## src/rtl/gps_sv_sweep_ctrl.sv

```systemverilog
// gps_sv_sweep_ctrl: walks the locked GPS code generator through a run of
// satellite numbers. For each SV it waits for the LLKI key, resets the core,
// fires startRound, waits (bounded) for l_code_valid, then hands the captured
// ca/p/l codes to a downstream consumer through a valid/ready handshake.
module gps_sv_sweep_ctrl #(
    parameter int RST_CYCLES     = 4,
    parameter int TIMEOUT_CYCLES = 1024,
    parameter int MAX_SV         = 37
) (
    input  logic         sys_clk_50,
    input  logic         sync_rst_in,
    input  logic         cfg_start,
    input  logic         cfg_abort,
    input  logic [5:0]   cfg_first_sv,
    input  logic [5:0]   cfg_num_sv,
    input  logic         key_complete,
    input  logic         l_code_valid,
    input  logic [12:0]  ca_code,
    input  logic [127:0] p_code,
    input  logic [127:0] l_code,
    output logic [5:0]   sv_num,
    output logic         startRound,
    output logic         core_rst,
    output logic         res_valid,
    input  logic         res_ready,
    output logic [5:0]   res_sv,
    output logic [12:0]  res_ca,
    output logic [127:0] res_p,
    output logic [127:0] res_l,
    output logic         busy,
    output logic         done,
    output logic         err_timeout,
    output logic         err_key,
    output logic [5:0]   rounds_done
);

    localparam int RCW = (RST_CYCLES > 1) ? $clog2(RST_CYCLES) : 1;
    localparam int TW  = $clog2(TIMEOUT_CYCLES);

    typedef enum logic [2:0] {
        S_IDLE,
        S_WAIT_KEY,
        S_RST_CORE,
        S_START,
        S_WAIT_VALID,
        S_OUTPUT,
        S_FINISH
    } state_t;

    state_t         state_q;
    logic [5:0]     sv_num_q;
    logic           start_round_q;
    logic           core_rst_q;
    logic           res_valid_q;
    logic [5:0]     res_sv_q;
    logic [12:0]    res_ca_q;
    logic [127:0]   res_p_q;
    logic [127:0]   res_l_q;
    logic           busy_q;
    logic           done_q;
    logic           err_timeout_q;
    logic           err_key_q;
    logic [5:0]     rounds_done_q;
    logic [5:0]     remaining_q;
    logic [RCW-1:0] rst_cnt_q;
    logic [TW-1:0]  timer_q;

    // SV numbering is 1-based and wraps from the highest SV back to 1.
    function automatic logic [5:0] next_sv(input logic [5:0] sv);
        return (sv == 6'(MAX_SV)) ? 6'd1 : sv + 6'd1;
    endfunction

    // Sweep sequencer: state, per-round counters, captured result and all
    // registered outputs. Pulsed outputs default low every cycle.
    always_ff @(posedge sys_clk_50) begin
        if (sync_rst_in) begin
            state_q       <= S_IDLE;
            sv_num_q      <= '0;
            start_round_q <= 1'b0;
            core_rst_q    <= 1'b0;
            res_valid_q   <= 1'b0;
            res_sv_q      <= '0;
            res_ca_q      <= '0;
            res_p_q       <= '0;
            res_l_q       <= '0;
            busy_q        <= 1'b0;
            done_q        <= 1'b0;
            err_timeout_q <= 1'b0;
            err_key_q     <= 1'b0;
            rounds_done_q <= '0;
            remaining_q   <= '0;
            rst_cnt_q     <= '0;
            timer_q       <= '0;
        end else begin
            start_round_q <= 1'b0;
            done_q        <= 1'b0;
            core_rst_q    <= 1'b0;
            // Abort wins over everything; FINISH is already on its way out.
            if (cfg_abort && state_q != S_IDLE && state_q != S_FINISH) begin
                state_q     <= S_FINISH;
                res_valid_q <= 1'b0;
                core_rst_q  <= 1'b1;
                done_q      <= 1'b1;
            end else begin
                case (state_q)
                    S_IDLE: begin
                        if (cfg_start) begin
                            err_timeout_q <= 1'b0;
                            err_key_q     <= 1'b0;
                            rounds_done_q <= '0;
                            sv_num_q      <= cfg_first_sv;
                            remaining_q   <= cfg_num_sv;
                            busy_q        <= 1'b1;
                            if (cfg_num_sv == 6'd0) begin
                                state_q <= S_FINISH;
                                done_q  <= 1'b1;
                            end else begin
                                state_q <= S_WAIT_KEY;
                            end
                        end
                    end
                    S_WAIT_KEY: begin
                        if (key_complete) begin
                            state_q    <= S_RST_CORE;
                            core_rst_q <= 1'b1;
                            rst_cnt_q  <= '0;
                        end
                    end
                    S_RST_CORE: begin
                        if (!key_complete) begin
                            err_key_q <= 1'b1;
                            state_q   <= S_FINISH;
                            done_q    <= 1'b1;
                        end else if (rst_cnt_q == RCW'(RST_CYCLES - 1)) begin
                            state_q       <= S_START;
                            start_round_q <= 1'b1;
                        end else begin
                            rst_cnt_q  <= rst_cnt_q + RCW'(1);
                            core_rst_q <= 1'b1;
                        end
                    end
                    S_START: begin
                        if (!key_complete) begin
                            err_key_q <= 1'b1;
                            state_q   <= S_FINISH;
                            done_q    <= 1'b1;
                        end else begin
                            state_q <= S_WAIT_VALID;
                            timer_q <= '0;
                        end
                    end
                    S_WAIT_VALID: begin
                        // A valid landing on the last timer cycle still counts.
                        if (!key_complete) begin
                            err_key_q <= 1'b1;
                            state_q   <= S_FINISH;
                            done_q    <= 1'b1;
                        end else if (l_code_valid) begin
                            res_sv_q    <= sv_num_q;
                            res_ca_q    <= ca_code;
                            res_p_q     <= p_code;
                            res_l_q     <= l_code;
                            res_valid_q <= 1'b1;
                            state_q     <= S_OUTPUT;
                        end else if (timer_q == TW'(TIMEOUT_CYCLES - 1)) begin
                            err_timeout_q <= 1'b1;
                            state_q       <= S_FINISH;
                            done_q        <= 1'b1;
                        end else begin
                            timer_q <= timer_q + TW'(1);
                        end
                    end
                    S_OUTPUT: begin
                        // A key drop here still lets the captured result out,
                        // but the sweep ends once it has been taken.
                        if (!key_complete) begin
                            err_key_q <= 1'b1;
                        end
                        if (res_ready) begin
                            res_valid_q   <= 1'b0;
                            rounds_done_q <= rounds_done_q + 6'd1;
                            remaining_q   <= remaining_q - 6'd1;
                            sv_num_q      <= next_sv(sv_num_q);
                            if (remaining_q == 6'd1 || err_key_q || !key_complete) begin
                                state_q <= S_FINISH;
                                done_q  <= 1'b1;
                            end else begin
                                state_q    <= S_RST_CORE;
                                core_rst_q <= 1'b1;
                                rst_cnt_q  <= '0;
                            end
                        end
                    end
                    S_FINISH: begin
                        busy_q      <= 1'b0;
                        res_valid_q <= 1'b0;
                        state_q     <= S_IDLE;
                    end
                    default: begin
                        busy_q  <= 1'b0;
                        state_q <= S_IDLE;
                    end
                endcase
            end
        end
    end

    assign sv_num      = sv_num_q;
    assign startRound  = start_round_q;
    assign core_rst    = core_rst_q;
    assign res_valid   = res_valid_q;
    assign res_sv      = res_sv_q;
    assign res_ca      = res_ca_q;
    assign res_p       = res_p_q;
    assign res_l       = res_l_q;
    assign busy        = busy_q;
    assign done        = done_q;
    assign err_timeout = err_timeout_q;
    assign err_key     = err_key_q;
    assign rounds_done = rounds_done_q;

endmodule
```

## config.mk

```make
export PLATFORM = sky130hd
export DESIGN_NAME = gps_sv_sweep_ctrl
export DESIGN_NICKNAME = d
export VERILOG_FILES = /design/src/rtl/gps_sv_sweep_ctrl.sv
export SDC_FILE = /design/constraint.sdc
export NUM_CORES = 1
export LEC_CHECK = 0
export ABC_AREA = 1
export BUFFER_PORTS_ARGS = -buffer_cell sky130_fd_sc_hd__clkbuf_2
export CORE_AREA = 2 2 225 227
export CTS_BUF_LIST = sky130_fd_sc_hd__clkbuf_2 sky130_fd_sc_hd__clkbuf_4 sky130_fd_sc_hd__clkbuf_8
export DETAILED_ROUTE_END_ITERATION = 6
export DIE_AREA = 0 0 227 229
export GPL_TIMING_DRIVEN = 1
export SLEW_MARGIN = 20
export SYNTH_ARGS = -nofsm -noshare
export SYNTH_HDL_FRONTEND = slang
export SYNTH_SLANG_ARGS = --single-unit
```

## constraint.sdc

```tcl
create_clock -name sys_clk_50 -period 2.45 [get_ports sys_clk_50]
set_input_delay 0.3675 -clock sys_clk_50 [delete_from_list [all_inputs] [get_ports sys_clk_50]]
set_output_delay 0.3675 -clock sys_clk_50 [all_outputs]
set_load 0.05 [all_outputs]
```

=== Word level (Yosys, flattened, before mapping) ===
Cells that the tools add are included.

* Input bits: 288
* Word-level logic and storage cells: 152
* Bits in registers: 315

* Muxes and demuxes: 65
* Eq/ne operators: 31
* Bitwise logic cells: 4
* Reduce and logical (&&, ||, !) cells: 29
* Add/sub/neg operators: 5

{| class="wikitable"
|+ Operator list
! kind !! number
|-
| two-way mux 6 bit || 7
|-
| two-way mux 10 bit || 4
|-
| case mux 6 bit (2 select lines) || 3
|-
| two-way mux 3 bit || 11
|-
| inequality test 2 bit, second input constant || 13
|-
| two-way mux 1 bit || 25
|-
| case mux 10 bit (2 select lines) || 1
|-
| case mux 3 bit (6 select lines) || 1
|-
| AND reduction 4 bit || 4
|-
| inequality test 3 bit, second input constant || 5
|-
| adder 6 x 1 -> 6 bit, second input constant || 2
|-
| two-way mux 2 bit || 6
|-
| AND reduction 6 bit || 2
|-
| adder 10 x 1 -> 10 bit, second input constant || 1
|-
| == test 10 bit, second input constant || 1
|-
| AND reduction 5 bit || 2
|-
| == test 3 bit, second input constant || 3
|-
| nonzero test 3 bit || 3
|-
| inequality test 4 bit, second input constant || 2
|-
| nonzero test 2 bit || 4
|-
| OR reduction 4 bit || 2
|-
| AND reduction 7 bit || 1
|-
| == test 3 x 2 -> 1 bit, second input constant || 2
|-
| == test 6 x 1 -> 1 bit, second input constant || 1
|-
| 19 further kinds || 28
|}

=== Depth between registers and ports, before layout ===
* Word-level depth: 7
* Depth in mapped cells: 11
* Mapped depth without buffers: 10

=== Worst setup path before layout ===
No wires, ideal clock.

* Path type: register to register
* From: register sv_num_q[1] (netlist: sv_num[1])
* To: register sv_num_q[0] (netlist: sv_num[0])
* Data arrival time: 1445 ps
* Library setup time: 128 ps
* Setup slack: 877 ps
* Data required time: 2322 ps
* Clock period less this slack: 1573 ps
* Cell stages (with the launch flop): 9
* Cells stage by stage: dfxtp_1 inv_1 ha_1 nand4_1 nand3_1 o21ai_0 nand2_1 o21ai_0 nor2_1

* Cells in the longest elaborated chain, start to end: 4

{| class="wikitable"
|+ Ends and longest elaborated chain
! element !! RTL line !! RTL
|-
| from (decl) || 51 || <nowiki>logic [5:0] sv_num_q;</nowiki>
|-
| from (signal assigned) || 111 || <nowiki>sv_num_q <= cfg_first_sv;</nowiki>
|-
| from (signal assigned) || 183 || <nowiki>sv_num_q <= next_sv(sv_num_q);</nowiki>
|-
| == test 6 bit || 70 || <nowiki>return (sv == 6'(MAX_SV)) ? 6'd1 : sv + 6'd1;</nowiki>
|-
| two-way mux 6 bit || 70 ||
|-
| two-way mux 6 bit || 179 || <nowiki>if (res_ready) begin</nowiki>
|-
| case mux 6 bit (2 select lines) || 105 || <nowiki>case (state_q)</nowiki>
|}

No other way between the ends. The select of a mux whose other input is x is not followed.
A chain may end at the register's enable or synchronous reset.

=== Worst setup path in the final report ===
* From: register state_q[2]
* To: register res_p_q[96] (netlist: res_p[96])

* Cells in the longest elaborated chain, start to end: 5

{| class="wikitable"
|+ Ends and longest elaborated chain
! element !! RTL line !! RTL
|-
| from (decl) || 50 || <nowiki>state_t state_q;</nowiki>
|-
| from (signal assigned) || 77 || <nowiki>state_q <= S_IDLE;</nowiki>
|-
| from (signal assigned) || 100 || <nowiki>state_q <= S_FINISH;</nowiki>
|-
| from (signal assigned) || 115 || <nowiki>state_q <= S_FINISH;</nowiki>
|-
| nonzero test 3 bit || 99 || <nowiki>if (cfg_abort && state_q != S_IDLE && state_q != S_FINISH) begin</nowiki>
|-
| logical AND 1 bit (2 in a row) || 99 ||
|-
| inverter 1 bit (no line) || -- ||
|-
| AND reduction 4 bit (no line) * || -- ||
|-
| to (signal assigned) || 161 || <nowiki>res_p_q <= p_code;</nowiki>
|-
| to (decl) || 57 || <nowiki>logic [127:0] res_p_q;</nowiki>
|}

Every way passes the cells marked *; elsewhere a longest branch is shown, timed or not.

==> summary.txt <==
Status
  – Status: completed

Worst hold path
  – Hold Path Depth: 3
  – Min-delay src: l_code[78]
  – HP Class: input pin to register
  – Min-Delay Endpoint: res_l[78]$_SDFFE_PP0P_

Finish
  – Final core occ: 39.3%
  – Share of layout cells above drive strength 1: 30.0%
  – Multi-input gate area: 4960 µm²
  – Filler cells: 4943
  – Area growth syn-to-layout: 62.5%
  – Commonest non-fill, non-tap cell in the layout: nor2_1
  – Commonest cells after routing, fill and taps aside: 602 x nor2_1, 581 x clkbuf_2, 315 x dfxtp_1
  – Sequential Area: 6310 µm²
  – Nets: 2729

Power
  – VDD IR-drop max: 0.546 mV
  – Int Power: 10.5 mW
  – Sequential cell fraction of total power: 36.2%
  – PwrDens: 873 nW/µm²
  – Psw: 6.48 mW
  – Final Power: 17.0 mW
  – Clk pwr share: 31.6%
  – Static Leak: 8.85 nW
  – Comb power frac: 32.1%
  – Sw frac: 38.1%

Placement
  – GP Congestion: 0.946
  – Port Buffers: 581
  – Pre-CTS setup slack: 0.368 ns
  – HPWL Detailed: 29.8 mm

Yosys
  – Synth cell types: 35
  – YS warnings: 0
  – Synth top area share: 52.5%
  – Cell Area, Synth: 12000 µm²
  – Syn avg cell area: 7.52 µm²
  – Post-Syn Instances: 1598
  – #FFs+latches synth: 315
  – Synth area leaders: dfxtp_1 52%, nor2_1 19%, o21ai_0 12%
  – Dominant cell type by area after synthesis: dfxtp_1
  – Register area share after synthesis: 52.5%
  – Syn nets: 1893

Timing
  – Relative slew slack: 73.4%
  – Final Max Tran Viols: 0
  – Clk_skew: 0.0276 ns
  – Minimum clock period: 2.13 ns
  – Slew @ Worst Pin: 0.401 ns
  – Setup TNS: 0 ns
  – Hold_ws: 0.0525 ns
  – RSZ-0062 raised after global routing: false
  – Final Hold Fails: 0
  – F_max: 469 MHz
  – Crit share post-route: 87.1%
  – Final setup viols: 0
  – Final worst setup slack: 0.317 ns

Die
  – Core box area: 49700 µm²
  – # rows: 82
  – Die W: 227 µm
  – Die span in y: 229 µm
  – Initial Util: 24.2%
  – Die ar.: 52000 µm²
  – Ports: 582

Clock network
  – CTS-repair resized insts: 0
  – Root Buffer: clkbuf_8
  – Clock latency on the worst-skew pair: 0.62 ns
  – Num CTS Buffers: 56
  – CTS Buffer Depth: 3
  – H-tree depth: 2
  – Sinks on Clock Net: 315
  – TritonCTS clock tree: done
  – Clock transition at path regs: 0.06 ns

Setup path
  – R2r worst-path depth: 8
  – Crit start category: register
  – R2r startpoint: state_q[2]$_SDFFE_PP0P_
  – Critical Path RT: 3.00 ns
  – Crit path largest cell delay: 0.51 ns
  – Slowest-stage cell, CP: dfxtp_1
  – Crit path DAT: 2.69 ns
  – FF-to-FF End: res_p[96]$_SDFFE_PP0P_
  – Worst Setup Path Type: register to register
  – CP Cell Sequence: inv_1 -> nand2_4 -> nand3_4 -> nand2_8 -> buf_12 -> buf_4 -> o21ai_0 -> nor2_1
  – CP max FO: 67
  – CP endpoint kind: register
  – FF-to-FF setup slack: 0.32 ns

Routing
  – Routed wire length: 43.9 mm
  – 1st-iter DRT viols: 702
  – Routed Antenna Nets: 0
  – First-pass detailed-route iteration total: 7
  – Avg WL per Cell: 13.9 µm
  – DR vias/cell: 4.39
  – # DRC: 0
  – DR vias: 13800

Global routing
  – Number of global-route vias before repair: 13500
  – First-pass GRT wire length: 67.6 mm
  – Global-route usage over all layers: 15.9%
  – Largest net degree at the start of global routing: 75
  – GR Overflow Total: 0
  – Initial antenna violation count: 1

Flow run
  – Max-cap violations: 0
==> repair_timing <==
action,in CTS,in global routing
hold buffers,257,0
buffers inserted,0,0
hold endpoints to repair,257,0
==> worst max path at each step <==
stage | slack [ns] | to | start | cells past startpoint
after floorplan | 0.88 | sv_num[0]$_SDFFE_PP0P_ | sv_num[1]$_SDFFE_PP0P_ | 8
after global placement | 0.44 | res_p[118]$_SDFFE_PP0P_ | state_q[2]$_SDFFE_PP0P_ | 8
after detailed placement | 0.37 | res_p[96]$_SDFFE_PP0P_ | state_q[2]$_SDFFE_PP0P_ | 8
after CTS | 0.36 | res_p[20]$_SDFFE_PP0P_ | state_q[2]$_SDFFE_PP0P_ | 8
after global routing | 0.13 | res_p[76]$_SDFFE_PP0P_ | state_q[2]$_SDFFE_PP0P_ | 8
final | 0.32 | res_p[96]$_SDFFE_PP0P_ | state_q[2]$_SDFFE_PP0P_ | 8
==> metrics by stage <==
step / cell area [µm²] / std cells
floorplan: 12000 / 1598
global placement: 15700 / 2791
detailed placement: 15700 / 2791
CTS: 19500 / 3149
global route: 19500 / 3150
finish: 19500 / 3151
==> cells by family after synthesis <==
family / Yosys count / share of synthesized area [%]
and+or+nand+nor: 784 / 25.7
AOI/OAI and AO/OA: 335 / 14.1
DFF: 315 / 52.5
buffers and inverters: 148 / 6.30
xor gates and xnor gates: 9 / 0.656
adders and majority gates: 7 / 0.729
==> registers in the layout, summed over array words and instances, names as in the netlist <==
register,flops
res_sv,6
done,1
res_ca,13
timer_q,10
rounds_done,6
err_key,1
state_q,3
startRound,1
rst_cnt_q,2
remaining_q,6
err_timeout,1
core_rst,1
sv_num,6
res_valid,1
busy,1
res_l,128
res_p,128
==> Yosys cell counts, drive strengths merged <==
library cell / count
a21oi: 34
a221oi: 1
a31oi: 1
a41oi: 1
buf: 47
clkbuf: 58
clkinv: 1
dfxtp: 315
ha: 7
inv: 42
nand2: 129
nand3: 36
nand3b: 2
nand4: 7
nor2: 606
nor3: 2
nor3b: 1
o211ai: 1
o21ai: 295
o21bai: 2
or2: 1
xnor2: 2
xor2: 7
==> worst max-delay path: cells and delay by family, from the launching register on <==
kind / cells / cell delay (ns)
and+or+nand+nor: 4 / 0.59
DFF: 1 / 0.51
AOI/OAI and AO/OA: 1 / 0.14
buffers and inverters: 3 / 0.77
==> cell type report <==
| type | instances | area share [%] |
|---|---|---|
| Antenna cell | 2 | 0.0256 |
| Clock buffer | 91 | 5.94 |
| Clock inverter | 10 | 0.545 |
| Inverter | 43 | 0.891 |
| Multi-Input combinational cell | 1135 | 25.4 |
| Sequential cell | 315 | 32.3 |
| Tap cell | 672 | 4.31 |
| Timing Repair Buffer | 883 | 30.6 |
==> metal layers <==
layer	up-vias	part of all wire [%]	routed length (µm)	GRT usage [%]
met5	-	0	0	0
met3	128	8.1	3570	4.59
met2	588	48	21100	27.7
met4	0	4.3	1900	7.35
li1	6811	-	-	-
met1	6304	39	17300	17.8
==> power by group through the flow <==
stage | clock (mW) | sequential (mW) | combinational [mW]
2_1_floorplan | 0 | 8.00 | 2.06
4_1_cts | 5.56 | 6.16 | 5.44
3_3_place_gp | 0 | 6.24 | 5.04
3_5_place_dp | 0 | 6.27 | 5.09
5_1_grt | 5.82 | 6.24 | 5.93
6_report | 5.39 | 6.17 | 5.47
(Power assumes the default switching activity.)
